## src/rtl/acoustics_pkg.sv

```systemverilog
// Shared definitions for the hydrophone acquisition path.
// Holds the capture FSM encoding and the default ADC frame layout.
package acoustics_pkg;

    localparam int unsigned FRAME_BITS = 16;
    localparam int unsigned DATA_BITS  = 12;
    localparam int unsigned LEAD_ZEROS = 4;

    typedef enum logic [1:0] {
        IDLE,
        QUIET,
        SHIFT,
        DONE
    } cap_state_t;

endpackage

```

## src/rtl/adc_spi_capture_if.sv

```systemverilog
// Bundle of ADC serial lines, shared chip-select and captured-sample outputs.
// The master modport is the capture block; the slave modport is the ADC/consumer side.
interface adc_spi_capture_if
    import acoustics_pkg::*;
#(
    parameter int unsigned DATA_BITS = acoustics_pkg::DATA_BITS
);
    logic                 enable;
    logic                 adc1;
    logic                 adc2;
    logic                 adc3;
    logic                 adc4;
    logic                 cs_n;
    logic [DATA_BITS-1:0] sample1;
    logic [DATA_BITS-1:0] sample2;
    logic [DATA_BITS-1:0] sample3;
    logic [DATA_BITS-1:0] sample4;
    logic [3:0]           lead_err;
    logic                 data_ready;

    modport master (
        input  enable, adc1, adc2, adc3, adc4,
        output cs_n, sample1, sample2, sample3, sample4, lead_err, data_ready
    );

    modport slave (
        output enable, adc1, adc2, adc3, adc4,
        input  cs_n, sample1, sample2, sample3, sample4, lead_err, data_ready
    );
endinterface

```

## src/rtl/adc_spi_capture_lane.sv

```systemverilog
// One ADC data lane: frame shift register plus the sample / lead-error holding registers.
// The capture pulse coincides with the final shift, so outputs load from the post-shift value.
module adc_shift_lane
    import acoustics_pkg::*;
#(
    parameter int unsigned FRAME_BITS = acoustics_pkg::FRAME_BITS,
    parameter int unsigned DATA_BITS  = acoustics_pkg::DATA_BITS
) (
    input  logic                 clk,
    input  logic                 reset_b,
    input  logic                 shift_en,
    input  logic                 capture,
    input  logic                 din,
    output logic [DATA_BITS-1:0] sample,
    output logic                 lead_err
);
    logic [FRAME_BITS-1:0] frame_q;
    logic [FRAME_BITS-1:0] frame_d;

    always_comb begin
        frame_d = {frame_q[FRAME_BITS-2:0], din};
    end

    always_ff @(posedge clk or negedge reset_b) begin
        if (!reset_b) begin
            frame_q  <= '0;
            sample   <= '0;
            lead_err <= 1'b0;
        end else begin
            if (shift_en) begin
                frame_q <= frame_d;
            end
            if (capture) begin
                sample   <= frame_d[DATA_BITS-1:0];
                lead_err <= |frame_d[FRAME_BITS-1:DATA_BITS];
            end
        end
    end
endmodule

```

## src/rtl/adc_spi_capture.sv

```systemverilog
// Four-channel ADC frame capture: drives shared cs_n, shifts all lanes in parallel,
// and strobes data_ready for one cycle with the new samples and lead-zero errors.
module adc_spi_capture
    import acoustics_pkg::*;
#(
    parameter int unsigned FRAME_BITS   = acoustics_pkg::FRAME_BITS,
    parameter int unsigned DATA_BITS    = acoustics_pkg::DATA_BITS,
    parameter int unsigned LEAD_ZEROS   = acoustics_pkg::LEAD_ZEROS,
    parameter int unsigned QUIET_CYCLES = 2
) (
    input logic               clk,
    input logic               reset_b,
    adc_spi_capture_if.master bus
);
    localparam int unsigned BW = $clog2(FRAME_BITS + 1);
    localparam int unsigned QW = $clog2(QUIET_CYCLES + 1);
    localparam logic [BW-1:0] BIT_LAST   = BW'(FRAME_BITS - 1);
    localparam logic [QW-1:0] QUIET_LAST = QW'(QUIET_CYCLES - 1);

    if (FRAME_BITS != LEAD_ZEROS + DATA_BITS) begin : g_bad_frame
        $error("adc_spi_capture: FRAME_BITS must equal LEAD_ZEROS + DATA_BITS");
    end
    if (QUIET_CYCLES < 1) begin : g_bad_quiet
        $error("adc_spi_capture: QUIET_CYCLES must be at least 1");
    end

    cap_state_t    state_q;
    cap_state_t    next_state;
    logic [BW-1:0] bit_cnt;
    logic [QW-1:0] quiet_cnt;
    logic          cs_n_d;
    logic          ready_d;
    logic          shift_en;
    logic          capture;
    logic          cs_n_q;
    logic          ready_q;

    always_ff @(posedge clk or negedge reset_b) begin
        if (!reset_b) begin
            state_q   <= IDLE;
            bit_cnt   <= '0;
            quiet_cnt <= '0;
            cs_n_q    <= 1'b1;
            ready_q   <= 1'b0;
        end else begin
            state_q <= next_state;
            cs_n_q  <= cs_n_d;
            ready_q <= ready_d;
            if (state_q == QUIET && next_state == QUIET) begin
                quiet_cnt <= quiet_cnt + 1'b1;
            end else begin
                quiet_cnt <= '0;
            end
            if (state_q == SHIFT) begin
                bit_cnt <= bit_cnt + 1'b1;
            end else begin
                bit_cnt <= '0;
            end
        end
    end

    always_comb begin
        next_state = state_q;
        unique case (state_q)
            IDLE:  if (bus.enable) next_state = QUIET;
            QUIET: begin
                if (!bus.enable) begin
                    next_state = IDLE;
                end else if (quiet_cnt == QUIET_LAST) begin
                    next_state = SHIFT;
                end
            end
            SHIFT: if (bit_cnt == BIT_LAST) next_state = DONE;
            DONE:  next_state = bus.enable ? QUIET : IDLE;
            default: next_state = IDLE;
        endcase
    end

    // cs_n and data_ready are decoded from next_state so the registered copies track the state.
    always_comb begin
        cs_n_d   = (next_state != SHIFT);
        ready_d  = (next_state == DONE);
        shift_en = (state_q == SHIFT);
        capture  = (state_q == SHIFT) && (bit_cnt == BIT_LAST);
    end

    logic [3:0]           adc_bits;
    logic [DATA_BITS-1:0] lane_sample [4];
    logic [3:0]           lane_err;

    assign adc_bits = {bus.adc4, bus.adc3, bus.adc2, bus.adc1};

    for (genvar g = 0; g < 4; g++) begin : g_lane
        adc_shift_lane #(
            .FRAME_BITS (FRAME_BITS),
            .DATA_BITS  (DATA_BITS)
        ) u_lane (
            .clk      (clk),
            .reset_b  (reset_b),
            .shift_en (shift_en),
            .capture  (capture),
            .din      (adc_bits[g]),
            .sample   (lane_sample[g]),
            .lead_err (lane_err[g])
        );
    end

    assign bus.cs_n       = cs_n_q;
    assign bus.data_ready = ready_q;
    assign bus.sample1    = lane_sample[0];
    assign bus.sample2    = lane_sample[1];
    assign bus.sample3    = lane_sample[2];
    assign bus.sample4    = lane_sample[3];
    assign bus.lead_err   = lane_err;
endmodule

```

## src/flat_wrapper.sv

```systemverilog
// flat-port wrapper written by rule: the top's interface ports become plain ports
module adc_spi_capture_flat import acoustics_pkg::*;
#(
    parameter int unsigned FRAME_BITS   = acoustics_pkg::FRAME_BITS,
    parameter int unsigned DATA_BITS    = acoustics_pkg::DATA_BITS,
    parameter int unsigned LEAD_ZEROS   = acoustics_pkg::LEAD_ZEROS,
    parameter int unsigned QUIET_CYCLES = 2
)
  (clk, reset_b, bus_enable, bus_adc1, bus_adc2, bus_adc3, bus_adc4, bus_cs_n, bus_sample1, bus_sample2, bus_sample3, bus_sample4, bus_lead_err, bus_data_ready);
  adc_spi_capture_if #(.DATA_BITS(DATA_BITS)) bus_i ();
  input logic clk;
  input logic reset_b;
  input wire logic [$bits(bus_i.enable)-1:0] bus_enable;
  input wire logic [$bits(bus_i.adc1)-1:0] bus_adc1;
  input wire logic [$bits(bus_i.adc2)-1:0] bus_adc2;
  input wire logic [$bits(bus_i.adc3)-1:0] bus_adc3;
  input wire logic [$bits(bus_i.adc4)-1:0] bus_adc4;
  output wire logic [$bits(bus_i.cs_n)-1:0] bus_cs_n;
  output wire logic [$bits(bus_i.sample1)-1:0] bus_sample1;
  output wire logic [$bits(bus_i.sample2)-1:0] bus_sample2;
  output wire logic [$bits(bus_i.sample3)-1:0] bus_sample3;
  output wire logic [$bits(bus_i.sample4)-1:0] bus_sample4;
  output wire logic [$bits(bus_i.lead_err)-1:0] bus_lead_err;
  output wire logic [$bits(bus_i.data_ready)-1:0] bus_data_ready;
  assign bus_i.enable = bus_enable;
  assign bus_i.adc1 = bus_adc1;
  assign bus_i.adc2 = bus_adc2;
  assign bus_i.adc3 = bus_adc3;
  assign bus_i.adc4 = bus_adc4;
  assign bus_cs_n = bus_i.cs_n;
  assign bus_sample1 = bus_i.sample1;
  assign bus_sample2 = bus_i.sample2;
  assign bus_sample3 = bus_i.sample3;
  assign bus_sample4 = bus_i.sample4;
  assign bus_lead_err = bus_i.lead_err;
  assign bus_data_ready = bus_i.data_ready;
  adc_spi_capture #(.FRAME_BITS(FRAME_BITS), .DATA_BITS(DATA_BITS), .LEAD_ZEROS(LEAD_ZEROS), .QUIET_CYCLES(QUIET_CYCLES)) u_core (.clk(clk), .reset_b(reset_b), .bus(bus_i));
endmodule
```

## config.mk

```make
export PLATFORM = sky130hd
export DESIGN_NAME = adc_spi_capture_flat
export DESIGN_NICKNAME = d
export VERILOG_FILES = /design/src/rtl/acoustics_pkg.sv /design/src/rtl/adc_spi_capture_if.sv /design/src/rtl/adc_spi_capture_lane.sv /design/src/rtl/adc_spi_capture.sv /design/src/flat_wrapper.sv
export SDC_FILE = /design/constraint.sdc
export NUM_CORES = 1
export LEC_CHECK = 0
export ABC_AREA = 1
export BUFFER_PORTS_ARGS = -buffer_cell sky130_fd_sc_hd__buf_2
export CAP_MARGIN = 20
export CORE_AREA = 2 2 107 109
export DETAILED_ROUTE_END_ITERATION = 12
export DIE_AREA = 0 0 109 111
export GPL_TIMING_DRIVEN = 1
export PLACE_DENSITY = 0.64
export SKIP_LAST_GASP = 1
export SYNTH_ARGS = -nofsm -noshare
export SYNTH_HDL_FRONTEND = slang
export SYNTH_SLANG_ARGS = --single-unit
export TNS_END_PERCENT = 30
```

## constraint.sdc

```tcl
create_clock -name clk -period 1.3 [get_ports clk]
set_input_delay 0.13 -clock clk [delete_from_list [all_inputs] [get_ports clk]]
set_output_delay 0.13 -clock clk [all_outputs]
set_load 0.02 [all_outputs]
```

[After elaboration in Yosys (flattened, before gate mapping)]
Index checks and enable logic that the tools add are counted.
Word-level totals
  flip-flop bits (word level): 123
  input bits: 7
  output and inout bits: 54
  logic and storage cells: 42
Cells by class
  add/subtract/negate cells: 2
  eq/ne operators: 8
  multiplexer cells: 8
  reduce and logical (&&, ||, !) cells: 7
Operator list (count)
  $reduce_or 4->1: 4
  $mux 2: 5
  $pmux 2 s4: 1
  $eq 2x1->1 const B: 3
  $eq 2x2->1 const B: 3
  $add 5x1->5 const B: 1
  $eq 5x4->1 const B: 1
  $mux 5: 1
  $add 2x1->2 const B: 1
  $logic_and 1x1->1: 2
  $logic_not 2->1: 1
  $ne 2x2->1 const B: 1
  $mux 1: 1

[Logic depth before layout (Yosys ltp)]
  depth after elaboration: 7
  mapped depth: 9
  mapped depth without buffers: 8

[Hierarchy]
A second synthesis with hierarchy kept.
Unflattened totals
  cells, all modules: 485
  area, all modules: 4802.1 um2
By module, submodules not included
  adc_shift_lane: times used 4, cells an instance 108, area an instance 1079.8 um2, sequential area each 700.7 um2
  adc_spi_capture: times used 1, cells an instance 53, area an instance 483.0 um2, sequential area each 276.5 um2

[Worst setup path before layout]
OpenSTA, ideal clock, no wires.
  kind: register to register
  start: register u_core.bit_cnt[0]
  end: register u_core.g_lane[0].u_lane.sample[10]
  library setup time: 118 ps
  data arrival time: 1331 ps
  data required time: 1182 ps
  path slack: -149 ps
  stages on the path, launching flop included: 9
  buffers on the path: 2
  period minus slack after synthesis: 1449 ps
  path through: dfrtp_1 -> ha_1 -> nand2_1 -> nor2_1 -> ha_1 -> nand3_4 -> buf_6 -> buf_6 -> o21ai_2
Between the ends
  longest elaborated chain between the ends: 2
RTL lines
  start: declaration: RTL line adc_spi_capture.sv:29  | logic [BW-1:0] bit_cnt;
  start signal: assignment: RTL line adc_spi_capture.sv:55  | bit_cnt <= bit_cnt + 1'b1;
  $eq 5x4->1: RTL line adc_spi_capture.sv:84  | capture = (state_q == SHIFT) && (bit_cnt == BIT_LAST);
  $logic_and 1x1->1: RTL line adc_spi_capture.sv:84
  end signal: assignment: RTL line adc_spi_capture_lane.sv:34  | sample <= frame_d[DATA_BITS-1:0];
  end: declaration: RTL line adc_spi_capture_lane.sv:14  | output logic [DATA_BITS-1:0] sample,
No other way between the ends.
A chain may end at the register's enable or synchronous reset.

[Worst setup path after layout]
  start: register u_core.bit_cnt[0]
  end: register u_core.g_lane[2].u_lane.sample[3]
Between the ends
  longest elaborated chain between the ends: 2
RTL lines (RTL line)
  $eq 5x4->1: adc_spi_capture.sv:84
  $logic_and 1x1->1: adc_spi_capture.sv:84
  end signal: assignment: adc_spi_capture_lane.sv:34
  end: declaration: adc_spi_capture_lane.sv:14
No other way between the ends.

==> metrics.yaml <==
status: "finished with violations"
violations: "negative setup slack"
gp_congestion: 0.7220
p_leak_nw: 3.024
holdWs_ns: 0.01383
end_kind: "register"
period_share_pct: 115.5
reg2reg_to: "u_core.g_lane[2].u_lane.sample[3]"
insertion_delay_ns: 0.41
grt_pass1_vias: 3157
switching_power_mw: 3.268
p_seq_share_pct: 47.2
initial_core_util_pct: 43.18
p_sw_share_pct: 28.33
synth_compound_area_share_pct: 10.49
ys.flop_type: "dfrtp_1"
hp-start: "bus_enable"
die_x_um: 109
synth_area_leaders: "dfrtp_1, nand2_1, o21ai_0"
async_flop_share_pct: 100.0
grt_antenna_before_repair: 0
slew_headroom_pct: 78.73
min_path_type: "in -> reg"
synth_xor_area_share_pct: 0
yosysMostFrequentCell: "nand2_1"
cts_tree: "yes"
synth-edff-count: 0
final_util_pct: 52.90
clock_path_buffers: 2
wl_per_cell_um: 12.05
post_cts_buffers: 0
rrSetupSlack_ns: -0.20
path_clk_slew_ns: 0.05
fp.dieH_um: 111
finalMaxSlewViolations: 0
grt_pass1_wl_um: 14720
area_growth_syn_to_layout_pct: 22.50
synth-simple-area-share_pct: 15.69
grt_max_degree: 65
synth_top_cell_by_area: "dfrtp_1"
internal_power_mw: 8.265
ys_seq_area_share_pct: 64.37
drtPass1Iterations: 4
fin_cells: 717
setup_slack_ns: -0.2019
clock.fmax_mhz: 665.8
vias_per_cell: 4.548
clockRootBuffer: "clkbuf_16"
path_max_fanout: 64
synth-adder-area-share_pct: 0.7847
layout-drive-gt1-share_pct: 21.25
synth_top_family_by_area: "simple AND/OR/NAND/NOR gates"
yosysTopAreaCellShare_pct: 63.82
num_vias: 3261
p_per_area_mw_per_mm2: 1968
finalSetupTns_ns: -8.653
synth_commonest_cells: "nand2_1, dfrtp_1, o21ai_0, inv_1, nor2_1"
crit_end: "u_core.g_lane[2].u_lane.sample[3]"
dieArea_mm2: 0.01210
critPathKind: "reg -> reg"
hold_viol: 0
n_antenna_cell: 0
syn_avg_cell_area_um2: 9.762
ioPinCount: 61
power_frac_clock_pct: 37.3
track_usage_pct: 15.74
crit_start: "u_core.bit_cnt[0]"
r2r-start: "u_core.bit_cnt[0]"
io_buffers: 60
fin_crit_ns: 1.502
core_area_mm2: 0.01108
worst_slew_pin_slew_ns: 0.3191
rsz0062_at_grt: "true"
max_cap_viol_count: 0
required_ns: 1.58
grt.overflow.total: 0
worstRegToRegCells: 8
num_rows: 39
synthMuxAreaShare_pct: 0
synthesis.area_mm2: 0.004783
dr.first_iter.drc_count: 187
h-tree-depth: 4
drc_errors: 0
clock-sinks: 123
postRouteAntennaNets: 0
setup_violations: 54
fillers: 1026
postSynthCellCount: 490
synth_nets: 500
skew_ns: 0.007155
totalWireLength_um: 8641
place_hpwl_um: 5465
yosys_warnings: 0
worstSetupStartpointType: "register"
crit_arrival_ns: 1.78
fin_nets: 572
synth_seq_cells: 123
dpl.cell_count: 681
hold_depth: 3
cts_buffers: 17
peakVddDrop_mv: 1.109
combPwrFrac_pct: 15.4
synth_cell_types: 21
[critical path: stages, from the launching register on]
cell	delay [ns]
dfrtp_1	0.35
ha_2	0.18
nand2_1	0.05
nor2_1	0.11
ha_2	0.20
nand3_4	0.09
buf_12	0.22
nand2_1	0.08
o21ai_1	0.07
[power by group through the flow]
stage                     Combinational (mW)  Clock (mW)  Sequential [mW]
after floorplan                         1.24           0             5.44
after CTS                               1.82        4.39             5.45
after global placement                  1.72           0             5.44
final                                   1.78        4.31             5.45
after detailed placement                1.79           0             5.48
after global routing                    2.12        4.59             5.58
[logic make-up after synthesis]
family / count (synthesis)
and+or+nand+nor: 190
DFF: 123
AOI/OAI and AO/OA: 92
adders and majority gates: 3
buffers and inverters: 82
[placed cells by master, fill, tap and decap left out, types with 2 or more instances in the layout]
cell | synthesis | layout
clkbuf_8 | 0 | 3
buf_12 | 0 | 7
nand2_1 | 167 | 167
clkbuf_16 | 0 | 17
inv_1 | 53 | 53
buf_4 | 5 | 9
nand3_1 | 3 | 3
ha_2 | 0 | 2
dfrtp_1 | 122 | 122
dlygate4sd3_1 | 0 | 5
inv_2 | 2 | 2
clkinv_2 | 0 | 6
clkbuf_1 | 2 | 3
buf_2 | 9 | 59
o21ai_1 | 8 | 35
nor2_1 | 15 | 15
o21ai_2 | 11 | 11
nand4_1 | 2 | 2
o21ai_0 | 72 | 45
[how the worst min path moves through the flow]
stage	end	slack, ns
after floorplan	u_core.bit_cnt[0]	-0.17
after CTS	u_core.quiet_cnt[0]	0.0002
after detailed placement	u_core.g_lane[3].u_lane.sample[8]	-0.01
final	u_core.quiet_cnt[0]	0.01
after global routing	u_core.quiet_cnt[0]	0.03
after global placement	u_core.g_lane[3].u_lane.sample[9]	-0.02
[layout make-up]
type                    instances  area [µm²]  share of cell area (%)
clock buffers                  23       478.0                   8.157
clock inverters                 8       68.82                   1.174
inverters                      55       206.4                   3.523
multi-input cells             285        1295                   22.10
flip-flops and latches        123        3079                   52.55
well taps                     143       178.9                   3.054
repair buffers                 80       553.0                   9.438
[registers in the layout, summed over array words and instances, names as in the netlist]
name	flops
u_core.state_q	2
u_core.g_lane.u_lane.frame_q	60
u_core.bus.data_ready	1
u_core.bus.cs_n	1
u_core.bit_cnt	5
u_core.g_lane.u_lane.lead_err	4
u_core.quiet_cnt	2
u_core.g_lane.u_lane.sample	48
[stage by stage]
step           setup WS [ns]  area (µm²)  power [mW]
4_1_cts              -0.2116        5859       11.66
3_3_place_gp         -0.1590        5263       7.161
3_5_place_dp         -0.1974        5263       7.272
5_1_grt              -0.3276        5859       12.28
6_report             -0.2019        5859       11.53
2_1_floorplan        -0.1479        4792       6.683
[metal layers]
layer  track usage (%)  up-vias  wire length (µm)
met5                 0        -                 0
li1                  -     1657                 -
met4             6.154        0               136
met2             23.44       66              3953
met3             5.526       13               389
met1             21.04     1525              4161
[timing repair]
action,in CTS,in global routing
setup endpoints to repair,55,55
hold buffers,5,0
hold endpoints to repair,129,0
gates resized for setup,0,0
Note: power is estimated with default switching activity, not from simulation.
